[src/rtl/fetch_unit_if.sv]
// rtl/fetch_unit_if.sv - instruction bus request/ack handshake between fetch unit and memory
interface fetch_unit_if;
    logic        req;
    logic [31:0] addr;
    logic        ack;
    logic [31:0] rdata;
    logic        err;

    modport master (
        output req,
        output addr,
        input  ack,
        input  rdata,
        input  err
    );

    modport slave (
        input  req,
        input  addr,
        output ack,
        output rdata,
        output err
    );
endinterface

[src/rtl/fetch_unit.sv]
// rtl/fetch_unit.sv - instruction fetch stage: PC generation, ibus fetch, output buffer
module fetch_unit #(
    parameter logic [31:0] RESET_ADDR = 32'h0000_0000,
    parameter int unsigned BUF_DEPTH  = 2
) (
    input  logic         clk,
    input  logic         rst_n,
    input  logic         stall_decode,
    input  logic         redirect,
    input  logic [31:0]  redirect_pc,
    fetch_unit_if.master ibus,
    output logic         bubble_o,
    output logic [31:0]  pc_o,
    output logic [31:0]  inst_o,
    output logic         fault_o
);
    localparam int PW = (BUF_DEPTH > 1) ? $clog2(BUF_DEPTH) : 1;
    localparam int CW = $clog2(BUF_DEPTH + 1);

    typedef enum logic [1:0] {
        ST_RUN   = 2'd0,
        ST_FLUSH = 2'd1,
        ST_HALT  = 2'd2
    } state_t;

    state_t        state;
    state_t        state_n;
    logic          fetch_en;
    logic          pending;
    logic [31:0]   req_addr;
    logic [31:0]   fetch_pc;
    logic [CW-1:0] count;
    logic [PW-1:0] rd_ptr;
    logic [PW-1:0] wr_ptr;

    logic [31:0]   buf_pc    [BUF_DEPTH];
    logic [31:0]   buf_inst  [BUF_DEPTH];
    logic          buf_fault [BUF_DEPTH];

    logic          pop;
    logic          issue;
    logic          acc;
    logic          push;

    function automatic logic [PW-1:0] ptr_inc(input logic [PW-1:0] p);
        if (p == PW'(BUF_DEPTH - 1)) begin
            return '0;
        end
        return p + PW'(1);
    endfunction

    always_ff @(posedge clk or negedge rst_n) begin
        if (!rst_n) begin
            state <= ST_RUN;
        end else begin
            state <= state_n;
        end
    end

    // A new request is only raised when not already waiting on one; the pop term
    // lets a full buffer keep streaming when decode consumes the head this cycle.
    always_comb begin
        state_n   = state;
        pop       = !stall_decode && (count != '0) && !redirect;
        issue     = fetch_en && !pending && (state == ST_RUN) && !redirect &&
                    ((count < CW'(BUF_DEPTH)) || pop);
        ibus.req  = pending || issue;
        ibus.addr = pending ? req_addr : fetch_pc;
        acc       = ibus.ack && ibus.req;
        push      = acc && (state == ST_RUN) && !redirect;

        case (state)
            ST_RUN: begin
                if (redirect) begin
                    state_n = (pending && !acc) ? ST_FLUSH : ST_RUN;
                end else if (push && ibus.err) begin
                    state_n = ST_HALT;
                end
            end
            ST_FLUSH: begin
                if (acc) begin
                    state_n = ST_RUN;
                end
            end
            ST_HALT: begin
                if (redirect) begin
                    state_n = ST_RUN;
                end
            end
            default: state_n = ST_RUN;
        endcase
    end

    // fetch_pc doubles as the saved redirect target while a stale response is flushed.
    always_ff @(posedge clk or negedge rst_n) begin
        if (!rst_n) begin
            fetch_en <= 1'b0;
            pending  <= 1'b0;
            req_addr <= RESET_ADDR;
            fetch_pc <= RESET_ADDR;
            count    <= '0;
            rd_ptr   <= '0;
            wr_ptr   <= '0;
        end else begin
            fetch_en <= 1'b1;
            if (acc) begin
                pending <= 1'b0;
            end else if (issue) begin
                pending <= 1'b1;
            end
            if (issue) begin
                req_addr <= fetch_pc;
            end
            if (redirect) begin
                fetch_pc <= {redirect_pc[31:2], 2'b00};
                count    <= '0;
                rd_ptr   <= '0;
                wr_ptr   <= '0;
            end else begin
                if (push) begin
                    fetch_pc <= fetch_pc + 32'd4;
                    wr_ptr   <= ptr_inc(wr_ptr);
                end
                if (pop) begin
                    rd_ptr <= ptr_inc(rd_ptr);
                end
                if (push && !pop) begin
                    count <= count + CW'(1);
                end else if (pop && !push) begin
                    count <= count - CW'(1);
                end
            end
        end
    end

    always_ff @(posedge clk) begin
        if (push) begin
            buf_pc[wr_ptr]    <= ibus.addr;
            buf_inst[wr_ptr]  <= ibus.err ? 32'h0 : ibus.rdata;
            buf_fault[wr_ptr] <= ibus.err;
        end
    end

    always_comb begin
        bubble_o = (count == '0) || redirect;
        pc_o     = bubble_o ? 32'h0 : buf_pc[rd_ptr];
        inst_o   = bubble_o ? 32'h0 : buf_inst[rd_ptr];
        fault_o  = bubble_o ? 1'b0  : buf_fault[rd_ptr];
    end
endmodule

[src/flat_wrapper.sv]
// flat-port wrapper written by rule: the top's interface ports become plain ports
module fetch_unit_flat 
#(
    parameter logic [31:0] RESET_ADDR = 32'h0000_0000,
    parameter int unsigned BUF_DEPTH  = 2
)
  (clk, rst_n, stall_decode, redirect, redirect_pc, bubble_o, pc_o, inst_o, fault_o, ibus_req, ibus_addr, ibus_ack, ibus_rdata, ibus_err);
  fetch_unit_if ibus_i ();
  input  logic clk;
  input  logic rst_n;
  input  logic stall_decode;
  input  logic redirect;
  input  logic [31:0] redirect_pc;
  output logic bubble_o;
  output logic [31:0] pc_o;
  output logic [31:0] inst_o;
  output logic fault_o;
  output wire logic [$bits(ibus_i.req)-1:0] ibus_req;
  output wire logic [$bits(ibus_i.addr)-1:0] ibus_addr;
  input wire logic [$bits(ibus_i.ack)-1:0] ibus_ack;
  input wire logic [$bits(ibus_i.rdata)-1:0] ibus_rdata;
  input wire logic [$bits(ibus_i.err)-1:0] ibus_err;
  assign ibus_req = ibus_i.req;
  assign ibus_addr = ibus_i.addr;
  assign ibus_i.ack = ibus_ack;
  assign ibus_i.rdata = ibus_rdata;
  assign ibus_i.err = ibus_err;
  fetch_unit #(.RESET_ADDR(RESET_ADDR), .BUF_DEPTH(BUF_DEPTH)) u_core (.clk(clk), .rst_n(rst_n), .stall_decode(stall_decode), .redirect(redirect), .redirect_pc(redirect_pc), .ibus(ibus_i), .bubble_o(bubble_o), .pc_o(pc_o), .inst_o(inst_o), .fault_o(fault_o));
endmodule
[config.mk]
export PLATFORM = sky130hd
export DESIGN_NAME = fetch_unit_flat
export DESIGN_NICKNAME = d
export VERILOG_FILES = /design/src/rtl/fetch_unit_if.sv /design/src/rtl/fetch_unit.sv /design/src/flat_wrapper.sv
export SDC_FILE = /design/constraint.sdc
export NUM_CORES = 1
export LEC_CHECK = 0
export ABC_AREA = 1
export BUFFER_PORTS_ARGS = -buffer_cell sky130_fd_sc_hd__buf_4
export CAP_MARGIN = 20
export CORE_UTILIZATION = 31
export CTS_BUF_LIST = sky130_fd_sc_hd__clkbuf_8 sky130_fd_sc_hd__clkbuf_16
export DETAILED_ROUTE_END_ITERATION = 6
export SKIP_CTS_REPAIR_TIMING = 1
export SYNTH_ARGS = -nofsm -noshare
export SYNTH_HDL_FRONTEND = slang
export SYNTH_SLANG_ARGS = --single-unit
[constraint.sdc]
create_clock -name clk -period 4.94 [get_ports clk]
set_clock_uncertainty 0.05 [all_clocks]
set_input_delay 0.988 -clock clk [delete_from_list [all_inputs] [get_ports clk]]
set_output_delay 0.988 -clock clk [all_outputs]
set_load 0.03 [all_outputs]
==> summary.md, run 1 <==
### Flow run
- maxcap violations: 0

### Route
- 1st-pass router iterations: 7
- total detailed-routing wirelength: 23550 um
- number of nets still failing antenna checks after routing: 0
- DRC viols: 0
- Vias/cell: 4.441
- overall via count from detail_route: 7354
- 1st-iter DRT viols: 660
- WL/cell: 14.22 um

### Logic synthesis
- dominant cells by area after synthesis: sky130_fd_sc_hd__edfxtp_1, sky130_fd_sc_hd__dfrtp_1, sky130_fd_sc_hd__nand2_1
- most repeated cell in the gate-level netlist after synthesis: sky130_fd_sc_hd__nand2_1
- leading cell types by count after synthesis: sky130_fd_sc_hd__nand2_1, sky130_fd_sc_hd__inv_1, sky130_fd_sc_hd__edfxtp_1
- portion of synthesized cell area occupied by the leading cell type: 40.54%
- number of flip-flops and latches in the synthesized netlist: 194
- cell taking the most area after synthesis: sky130_fd_sc_hd__edfxtp_1
- number of flops mapped to enable cells by yosys: 126
- ys flop type: sky130_fd_sc_hd__edfxtp_1
- proportion of synthesized flip-flops having asynchronous set or reset: 35.05%
- Synth Warn #: 0
- share of the yosys chip area belonging to registers: 58.77%
- Cell Area, Synth: 9333 um2
- number of standard cells after synthesis: 1112
- average size of a mapped cell: 8.393 um2
- number of distinct standard cells referenced by the synthesized netlist: 34

### STA
- final period utilization: 71.94%
- number of failing setup endpoints in the final timing report: 0
- worst slew margin relative to its limit: 38.49%
- setup total negative slack: 0 ns
- max-slew violations: 0
- endpoints failing hold: 0
- highest attainable clock frequency: 0.2814 GHz
- setup repair after global routing missed its margin: false
- min cycle time layout: 3.554 ns
- Worst Tran Pin Value: 0.9226 ns

### Die
- # IOs: 169
- placeable core region: 29640 um2
- Placement Rows: 63
- overall die height: 175.5 um
- effective utilization at floorplan: 31.49%
- die footprint: 30800 um2
- x dimension of the die: 175.5 um

### Run status
- status: finished, final reports clean

### Layout
- net count of the finished layout: 1324
- share of layout cells above drive strength 1: 18.09%
- number of inserted diodes: 0
- post-layout instance count excluding filler cells: 1656
- layout overhead on the synthesized area: 23.34%
- number of filler cells placed in the layout: 3053

### Critical path
- required time at the endpoint of the critical path: 3.90 ns
- arrival time of the worst setup path: 2.52 ns
- launching element type of the critical path: input pin
- Critical Path End Type: output pin
- largest fanout on the critical path: 32
- CP Class: in2out

### Place
- last weighted congestion value of the routability-driven placer: 0.8570
- number of port buffers: 162
- placed wire-length estimate: 16010 um
- # placed instances: 1624

### Global routing
- via count of the first global-routing pass: 6610
- global-route wire length before repair: 36710 um
- Congestion Overflow GR: 0
- pin count of the biggest net entering global routing: 69
- Overall Global Routing Usage: 15.47%
- initial antenna violation count: 0

### Clock tree
- clock transition at the registers of the reported paths: 0.07 ns
- TritonCTS sink count: 194
- H-Tree Depth: 4
- Worst-Skew Late Latency: 0.44 ns
- number of clock buffers inserted by TritonCTS: 17
- TritonCTS clock tree: built
- buffers from clock root to sink, at most: 2
- clock tree root driver cell: sky130_fd_sc_hd__clkbuf_16

### Power and ir drop
- reported leakage power: 5.579 nW
- Max VDD drop: 203.9 uV
- Power, Total: 5.585 mW
- total power density per cell area: 485.2 nW/um2

### Min path
- class of the tightest hold or removal check: reg2reg

[where the power goes]
part	switching, mW	total (mW)	leakage [nW]	internal (mW)
registers	0.147	2.18	1.99	2.04
clock network	0.658	1.38	0.289	0.722
logic	1.41	2.02	3.30	0.613
total	2.21	5.59	5.58	3.37
[final cells by class]
type	count	area [um2]	area share (%)
Inverter	152	571.8	4.967
Tap cell	390	488.0	4.239
Timing Repair Buffer	171	1309	11.37
Clock buffer	17	425.4	3.696
Sequential cell	194	5487	47.66
Multi-Input combinational cell	717	3070	26.67
Clock inverter	15	160.2	1.391
[registers in the layout, indices dropped and copies added (netlist names)]
name and count:
u_core.buf_fault 2, u_core.buf_inst 64, u_core.buf_pc 60, u_core.count 2
u_core.fetch_en 1, u_core.fetch_pc 30, u_core.pending 1, u_core.rd_ptr 1
u_core.req_addr 30, u_core.state 2, u_core.wr_ptr 1
[final timing paths]
kind | depth (start not counted) | slack, ns | start | to
max in group asynchronous | 1 | 3.55 | rst_n | u_core.rd_ptr$_DFFE_PN0P_
max | 6 | 1.39 | redirect | pc_o[31]
min reg2reg | 2 | 0.44 | u_core.req_addr[20]$_DFFE_PN0P_ | u_core.req_addr[20]$_DFFE_PN0P_
min in group asynchronous | 1 | 0.62 | rst_n | u_core.fetch_pc[19]$_DFFE_PN0N_
max reg2reg | 9 | 2.27 | u_core.state[1]$_DFFE_PN0P_ | u_core.buf_inst[0][2]$_DFFE_PP_
min | 2 | 0.44 | u_core.req_addr[20]$_DFFE_PN0P_ | u_core.req_addr[20]$_DFFE_PN0P_
[layer usage]
metal  vias up  track usage [%]  routed length, um
met5         -                0                  0
met4         0            4.819                349
met3        23            1.926                981
met2       187            23.38              10660
met1      3394            22.96              11550
li1       3750                -                  -
[metrics by stage]
step           hold slack [ns]  setup slack, ns  util (%)  cell area, um2
6_report                0.4352            1.386     38.84           11510
5_1_grt                 0.4612            1.222     38.84           11510
4_1_cts                 0.4408            1.324     38.84           11510
3_5_place_dp            0.4230            1.324     36.86           10930
3_3_place_gp            0.4163            1.381     36.86           10930
2_1_floorplan           0.4021           0.9691         -            9349
[kinds of logic (layout without fill, tap and decap cells)]
kind of cell / after synthesis / count (layout) / synth area share, %
and+or+nand+nor: 591 / 591 / 25.08
buffers and inverters: 204 / 355 / 8.688
DFF: 194 / 194 / 58.77
AOI/OAI and AO/OA: 111 / 111 / 6.395
xor gates and xnor gates: 9 / 9 / 0.8447
other: 2 / 5 / 0.08047
adders and majority gates: 1 / 1 / 0.1340
[placed cells by master, fill, tap and decap left out, types with 3 or more instances in the layout]
cell type / Yosys / routed
sky130_fd_sc_hd__nand3_1: 41 / 41
sky130_fd_sc_hd__buf_4: 5 / 169
sky130_fd_sc_hd__o211ai_1: 3 / 3
sky130_fd_sc_hd__xor2_1: 8 / 8
sky130_fd_sc_hd__nand2_1: 447 / 447
sky130_fd_sc_hd__conb_1: 2 / 5
sky130_fd_sc_hd__dfrtp_1: 68 / 67
sky130_fd_sc_hd__nor2_1: 75 / 72
sky130_fd_sc_hd__inv_6: 0 / 5
sky130_fd_sc_hd__inv_8: 0 / 5
sky130_fd_sc_hd__or2_2: 7 / 7
sky130_fd_sc_hd__nor3_1: 9 / 9
sky130_fd_sc_hd__o21ai_0: 84 / 84
sky130_fd_sc_hd__edfxtp_1: 126 / 126
sky130_fd_sc_hd__nand4_1: 4 / 4
sky130_fd_sc_hd__clkbuf_16: 0 / 17
sky130_fd_sc_hd__o21ai_1: 9 / 9
sky130_fd_sc_hd__a21oi_1: 4 / 4
sky130_fd_sc_hd__nor2_4: 0 / 3
sky130_fd_sc_hd__inv_2: 2 / 3
sky130_fd_sc_hd__inv_1: 149 / 148
sky130_fd_sc_hd__a31oi_1: 4 / 4
sky130_fd_sc_hd__nand2_2: 3 / 3
[critical path: stages]
cell and delay, ns:
sky130_fd_sc_hd__buf_4 0.21, sky130_fd_sc_hd__nor2_4 0.51, sky130_fd_sc_hd__buf_4 0.43, sky130_fd_sc_hd__nand2_1 0.10, sky130_fd_sc_hd__inv_1 0.09, sky130_fd_sc_hd__buf_4 0.16
Power figures use the tool's default switching activity.
==> run 2: changes to the inputs <==
--- a/config.mk
+++ b/config.mk
@@ -5,7 +5,7 @@
 export SDC_FILE = /design/constraint.sdc
 export NUM_CORES = 1
 export LEC_CHECK = 0
-export ABC_AREA = 1
+export ABC_AREA = 0
 export BUFFER_PORTS_ARGS = -buffer_cell sky130_fd_sc_hd__buf_4
 export CAP_MARGIN = 20
 export CORE_UTILIZATION = 31
==> constraint.sdc (replaced) <==
create_clock -name clk -period 3.3 [get_ports clk]
set_clock_uncertainty 0.05 [all_clocks]
set_input_delay 0.66 -clock clk [delete_from_list [all_inputs] [get_ports clk]]
set_output_delay 0.66 -clock clk [all_outputs]
set_load 0.03 [all_outputs]
==> run 2 against run 1 <==
  * Via count decreased by 25%
  * Power is 17% higher
  * Area after synthesis is 8.2% lower
  * Critical path depth shrank 2
  * Count of clock-buffer cells in the layout is the same
  * First-iteration DRC count down 63%
  * Register-to-register slack got worse by 1.2 ns
  * Synthesized cell count down 42%
  * Core utilization is 1.3 points higher
==> summary.md, run 2 <==
### Global routing
- pin count of the biggest net entering global routing: 69, unchanged
- Congestion Overflow GR: 0, unchanged
- Overall Global Routing Usage: 14.42%, -1.0 points
- global-route wire length before repair: 31020 um, -16%
- via count of the first global-routing pass: 5488, -17%
- initial antenna violation count: 0, unchanged

### STA
- highest attainable clock frequency: 0.3420 GHz
- worst hold-check slack: 0.2947 ns, -0.1405 ns
- worst slew margin relative to its limit: 40.47%, +2.0 points
- Worst Tran Pin Value: 0.8929 ns, -0.02968 ns
- max-slew violations: 0, unchanged
- worst-case setup margin in the final layout: 0.3762 ns, -1.010 ns
- number of failing setup endpoints in the final timing report: 0, unchanged
- final period utilization: 88.60%
- endpoints failing hold: 0, unchanged
- min cycle time layout: 2.924 ns
- setup repair after global routing missed its margin: false

### Route
- 1st-iter DRT viols: 247, -63%
- WL/cell: 17.35 um, +22%
- Vias/cell: 4.730, +6.5%
- number of nets still failing antenna checks after routing: 0, unchanged
- overall via count from detail_route: 5492, -25%
- 1st-pass router iterations: 4, -3
- DRC viols: 0, unchanged
- total detailed-routing wirelength: 20140 um, -14%

### Logic synthesis
- most repeated cell in the gate-level netlist after synthesis: sky130_fd_sc_hd__edfxtp_1
- share of the yosys chip area belonging to registers: 63.99%, +5.2 points
- Cell Area, Synth: 8572 um2, -8.2%
- number of flip-flops and latches in the synthesized netlist: 194, unchanged
- dominant cells by area after synthesis: sky130_fd_sc_hd__edfxtp_1, sky130_fd_sc_hd__dfrtp_1, sky130_fd_sc_hd__mux2_2
- proportion of synthesized flip-flops having asynchronous set or reset: 35.05%, unchanged
- average size of a mapped cell: 13.21 um2, +57%
- ys flop type: sky130_fd_sc_hd__edfxtp_1
- cell taking the most area after synthesis: sky130_fd_sc_hd__edfxtp_1
- Synth Warn #: 0, unchanged
- number of standard cells after synthesis: 649, -42%
- number of flops mapped to enable cells by yosys: 126, unchanged
- leading cell types by count after synthesis: sky130_fd_sc_hd__edfxtp_1, sky130_fd_sc_hd__nor2_1, sky130_fd_sc_hd__dfrtp_1
- portion of synthesized cell area occupied by the leading cell type: 44.14%, +3.6 points
- number of distinct standard cells referenced by the synthesized netlist: 39, +15%

### Layout
- number of filler cells placed in the layout: 2584, -15%
- share of layout cells above drive strength 1: 34.15%, +16 points
- net count of the finished layout: 878, -34%
- registers with the most flip-flops: u_core.buf_inst: 64 flops, u_core.buf_pc: 60 flops
- number of inserted diodes: 0, unchanged
- leading cell type in the layout, fill and taps excluded: sky130_fd_sc_hd__buf_4
- layout overhead on the synthesized area: 26.67%
- post-layout instance count excluding filler cells: 1161, -30%
- flip-flop count of the largest register after layout: 64, unchanged
- commonest non-fill, non-tap cells in the layout: sky130_fd_sc_hd__buf_4, sky130_fd_sc_hd__edfxtp_1, sky130_fd_sc_hd__nor2_1
- summed area of non-filler cells in the final layout: 10860 um2, -5.7%
- register name with the most flops: u_core.buf_inst

### Critical path
- worst reg2reg startpoint: u_core.pending$_DFFE_PN0P_
- Max stage delay cell, worst path: sky130_fd_sc_hd__dfrtp_4
- Worst Path Buf+Inv: 2, -2
- most numerous cell on the critical path: sky130_fd_sc_hd__buf_4
- Critical Path End Type: output pin
- cells along the critical path: buf_4 -> mux2i_1 -> nor2_1 -> buf_4
- delay of the slowest cell on the worst path: 0.96 ns, +0.45 ns
- largest fanout on the critical path: 41, +28%
- CP Class: reg2out
- CP delay by family, top: flip-flops
- launching element type of the critical path: flip-flop
- crit path from: u_core.rd_ptr$_DFFE_PN0P_
- required time at the endpoint of the critical path: 2.59 ns, -1.31 ns
- arrival time of the worst setup path: 2.21 ns, -0.31 ns

### Clock tree
- TritonCTS sink count: 194, unchanged
- number of clock buffers inserted by TritonCTS: 17, unchanged
- clock transition at the registers of the reported paths: 0.07 ns, about the same
- clock tree root driver cell: sky130_fd_sc_hd__clkbuf_16
- H-Tree Depth: 4, unchanged
- buffers from clock root to sink, at most: 2, unchanged
- Worst-Skew Late Latency: 0.43 ns, about the same
- TritonCTS clock tree: built

### Die
- die footprint: 28320 um2, -8.1%
- placeable core region: 27030 um2, -8.8%
- effective utilization at floorplan: 31.72%, +0.23 points
- # IOs: 169, unchanged
- Placement Rows: 60, -4.8%
- x dimension of the die: 168.3 um, -4.1%
- overall die height: 168.3 um, -4.1%

### Place
- # placed instances: 1129, -30%
- placed wire-length estimate: 13150 um, -18%
- Post-Place Cell Area: 10260 um2, -6.1%
- worst slack after detailed placement: 0.6430 ns, -0.6814 ns
- last weighted congestion value of the routability-driven placer: 0.7135, -17%
- number of port buffers: 162, unchanged

### Power and ir drop
- Max VDD drop: 275.0 uV, +35%
- total power density per cell area: 602.8 nW/um2, +24%
- reported leakage power: 4.063 nW, -27%
- Power, Total: 6.545 mW, +17%

### Min path
- class of the tightest hold or removal check: in2async

### Flow run
- maxcap violations: 0, unchanged

### Run status
- status: finished, final reports clean

-- run 2: stage by stage --
step                setup TNS (ns)  util (%)
finish                           0     40.18
floorplan                   -1.164         -
CTS                              0     40.18
detailed placement               0     37.97
global route                     0     40.18
global placement                 0     37.94
-- run 2: per-layer routing --
| metal | up-vias | global-route usage, % | routed length [um] |
|---|---|---|---|
| met4 | 0 | 3.676 | 221 |
| met5 | - | 0 | 0 |
| met2 | 151 | 23.51 | 9453 |
| li1 | 2649 | - | - |
| met3 | 12 | 3.503 | 1041 |
| met1 | 2680 | 19.20 | 9424 |
-- run 2: power breakdown --
part / switching (mW) / internal, mW / leakage [nW]
sequential: 0.209 / 2.96 / 1.98
clock: 1.00 / 1.08 / 0.291
combinational: 0.717 / 0.581 / 1.79
-- run 2: kinds of logic after synthesis --
family,share of synthesized area [%]
adder cells (fa/ha/maj),0.1459
buffers and inverters,2.189
XOR/XNOR,2.861
AO/OA/AOI/OAI,3.197
other,0.08761
flip-flops,63.99
AND/OR/NAND/NOR,12.04
multiplexers,15.49
-- run 2: worst paths after layout --
| path | slack, ns | to | cells after the start |
|---|---|---|---|
| min | 0.29 | u_core.req_addr[21]$_DFFE_PN0P_ | 1 |
| max reg2reg | 1.04 | u_core.fetch_pc[31]$_DFFE_PN0N_ | 4 |
| max | 0.38 | inst_o[22] | 4 |
| min in group clk | 0.36 | u_core.pending$_DFFE_PN0P_ | 2 |
| min reg2reg | 0.45 | u_core.req_addr[3]$_DFFE_PN0P_ | 1 |
| max in group asynchronous | 2.23 | u_core.rd_ptr$_DFFE_PN0P_ | 1 |
-- run 2: cell type report --
type / instances / area [um2] / area share [%]
clock buffer: 17 / 425.4 / 3.918
clock inverter: 15 / 170.2 / 1.567
inverter: 3 / 11.26 / 0.1037
multi-input combinational: 414 / 2955 / 27.22
sequential: 194 / 5490 / 50.56
tap: 341 / 426.7 / 3.929
timing repair buffer: 177 / 1379 / 12.70
==> run 3: changes to the inputs <==
--- a/config.mk
+++ b/config.mk
@@ -6,7 +6,7 @@
 export NUM_CORES = 1
 export LEC_CHECK = 0
 export ABC_AREA = 0
-export BUFFER_PORTS_ARGS = -buffer_cell sky130_fd_sc_hd__buf_4
+export BUFFER_PORTS_ARGS = -buffer_cell sky130_fd_sc_hd__clkbuf_2
 export CAP_MARGIN = 20
 export CORE_UTILIZATION = 31
 export CTS_BUF_LIST = sky130_fd_sc_hd__clkbuf_8 sky130_fd_sc_hd__clkbuf_16
==> run 3 against run 2 <==
  * Sequential cell count unchanged
  * Count of clock-buffer cells in the layout unchanged
  * Largest cell class unchanged
  * Non-clock buffer count increased by 3
  * Worst hold slack got worse by 0.040 ns
  * Critical endpoint is now pc_o[25]
==> summary.md, run 3 (synthesis gave the netlist of run 2 again) <==
### Run status
- status: finished, final reports clean

### STA
- worst hold-check slack: 0.2550 ns, -0.03970 ns
- endpoints failing hold: 0, unchanged
- setup total negative slack: 0 ns, unchanged
- final period utilization: 89.50%, +0.90 points
- highest attainable clock frequency: 0.3386 GHz, -1.0%
- number of failing setup endpoints in the final timing report: 0, unchanged
- Worst Tran Pin Value: 0.8596 ns, -0.03336 ns
- min cycle time layout: 2.954 ns, +0.02975 ns
- worst slew margin relative to its limit: 42.69%, +2.2 points
- max-slew violations: 0, unchanged
- setup repair after global routing missed its margin: false

### Min path
- class of the tightest hold or removal check: in2async

### Global routing
- global-route wire length before repair: 30420 um, -1.9%
- busiest layer in global routing: met2
- met2 track demand over resource in global routing: 22.71%, -0.79 points
- initial antenna violation count: 1, +1
- via count of the first global-routing pass: 5349, -2.5%
- global-route met3 utilization: 3.291%, -0.21 points
- Overall Global Routing Usage: 14.18%, -0.25 points
- pin count of the biggest net entering global routing: 59, -14%
- Congestion Overflow GR: 0, unchanged
- Global Route met1 Usage: 19.42%, +0.21 points

### Die
- overall die height: 168.3 um, unchanged
- die footprint: 28320 um2, unchanged
- Placement Rows: 60, unchanged
- placeable core region: 27030 um2, unchanged
- x dimension of the die: 168.3 um, unchanged
- effective utilization at floorplan: 31.72%, unchanged
- # IOs: 169, unchanged

### Clock tree
- buffers from clock root to sink, at most: 2, unchanged
- H-Tree Depth: 4, unchanged
- Worst-Skew Late Latency: 0.43 ns, about the same
- TritonCTS clock tree: built
- number of clock buffers inserted by TritonCTS: 17, unchanged
- clock tree root driver cell: sky130_fd_sc_hd__clkbuf_16
- TritonCTS sink count: 194, unchanged
- clock transition at the registers of the reported paths: 0.08 ns, about the same

### Layout
- flip-flop count of the largest register after layout: 64, unchanged
- number of inserted diodes: 0, unchanged
- register name with the most flops: u_core.buf_inst
- registers with the most flip-flops: u_core.buf_inst: 64 flops, u_core.buf_pc: 60 flops
- layout overhead on the synthesized area: 22.20%
- net count of the finished layout: 881, +0.34%
- leading cell type in the layout, fill and taps excluded: sky130_fd_sc_hd__clkbuf_2
- share of layout cells above drive strength 1: 34.51%, +0.36 points
- commonest non-fill, non-tap cells in the layout: sky130_fd_sc_hd__clkbuf_2, sky130_fd_sc_hd__edfxtp_1, sky130_fd_sc_hd__nor2_1
- utilization after layout: 38.76%, -1.4 points
- summed area of non-filler cells in the final layout: 10480 um2, -3.5%

### Power and ir drop
- internal power: 4.536 mW, -1.8%
- Power, Total: 6.464 mW, -1.2%
- reported leakage power: 3.950 nW, -2.8%
- total power density per cell area: 617.1 nW/um2, +2.4%
- sequential group share of total power: 48.9%, +0.5 points
- Comb power frac: 18.8%, -1.0 points
- fraction of power spent switching nets: 29.83%, +0.40 points
- Max VDD drop: 293.3 uV, +6.6%
- clock group share of total power: 32.4%, +0.6 points
- net switching power: 1.928 mW, +0.10%

### Route
- number of nets still failing antenna checks after routing: 0, unchanged
- 1st-iter DRT viols: 300, +21%
- Vias/cell: 4.782, +1.1%
- overall via count from detail_route: 5566, +1.3%
- WL/cell: 16.94 um, -2.4%
- 1st-pass router iterations: 4, unchanged
- total detailed-routing wirelength: 19720 um, -2.1%
- DRC viols: 0, unchanged

### Critical path
- CP Class: reg2out
- required time at the endpoint of the critical path: 2.59 ns, about the same
- arrival time of the worst setup path: 2.24 ns, +0.03 ns
- launching element type of the critical path: flip-flop
- largest fanout on the critical path: 24, -41%
- Critical Path End Type: output pin

### Place
- Post-Place Cell Area: 9872 um2, -3.8%
- placed wire-length estimate: 13150 um, about the same
- last weighted congestion value of the routability-driven placer: 0.7004, -1.8%
- number of port buffers: 162, unchanged

### Flow run
- maxcap violations: 0, unchanged

-- run 3: changes by cell type in the layout (fill, tap and decap cells not counted) --
cell	change
sky130_fd_sc_hd__buf_2	+1
sky130_fd_sc_hd__buf_4	-159
sky130_fd_sc_hd__clkbuf_2	+161
sky130_fd_sc_hd__clkinv_1	-1
sky130_fd_sc_hd__clkinv_2	+1
sky130_fd_sc_hd__clkinv_4	-3
sky130_fd_sc_hd__clkinvlp_4	+3
sky130_fd_sc_hd__inv_6	-1
sky130_fd_sc_hd__inv_8	+1
-- run 3: cell type report --
type	count	area [um2]
Fill cell	2594	16550
Sequential cell	194	5490
Multi-Input combinational cell	414	2955
Timing Repair Buffer	180	996.0
Tap cell	341	426.7
Clock buffer	17	425.4
Clock inverter	15	170.2
Inverter	3	11.26
-- run 3: worst max-delay path, stage by stage, from the launching register on --
cell and delay [ns]:
sky130_fd_sc_hd__dfrtp_1 0.47, sky130_fd_sc_hd__o21ai_4 0.71, sky130_fd_sc_hd__buf_4 0.35, sky130_fd_sc_hd__nor2_1 0.09
sky130_fd_sc_hd__clkbuf_2 0.18
-- run 3: path summary, 6_finish.rpt --
kind / from / end / slack, ns / cells after the start
setup / recovery: u_core.count[1]$_DFFE_PN0P_ / pc_o[25] / 0.35 / 4
hold / removal: rst_n / u_core.fetch_pc[22]$_DFFE_PN0N_ / 0.26 / 1
setup reg to reg: u_core.fetch_pc[9]$_DFFE_PN0N_ / u_core.fetch_pc[31]$_DFFE_PN0N_ / 1.05 / 5
hold reg to reg: u_core.req_addr[2]$_DFFE_PN0P_ / u_core.req_addr[2]$_DFFE_PN0P_ / 0.45 / 1
max in group asynchronous: rst_n / u_core.rd_ptr$_DFFE_PN0P_ / 2.25 / 2
min in group clk: redirect_pc[16] / u_core.fetch_pc[16]$_DFFE_PN0N_ / 0.40 / 3
-- run 3: metal layers --
metal	part of all wire (%)	vias up
met5	0.046	-
met4	0.76	2
met3	4.7	14
met2	46	138
met1	48	2758
li1	-	2654
-- run 3: power groups by stage --
stage          Sequential [mW]  Clock (mW)  Combinational (mW)
5_1_grt                   3.21        2.26                1.32
3_5_place_dp              3.21           0                1.23
4_1_cts                   3.16        2.16                1.24
2_1_floorplan             3.13           0               0.900
3_3_place_gp              3.19           0                1.22
6_report                  3.16        2.09                1.21
-- run 3: per-stage QoR --
stage / instances / setup slack, ns
2_1_floorplan: 652 / -0.01848
3_3_place_gp: 1131 / 0.5600
3_5_place_dp: 1131 / 0.5473
4_1_cts: 1163 / 0.2539
5_1_grt: 1164 / 0.1740
6_report: 1164 / 0.3464
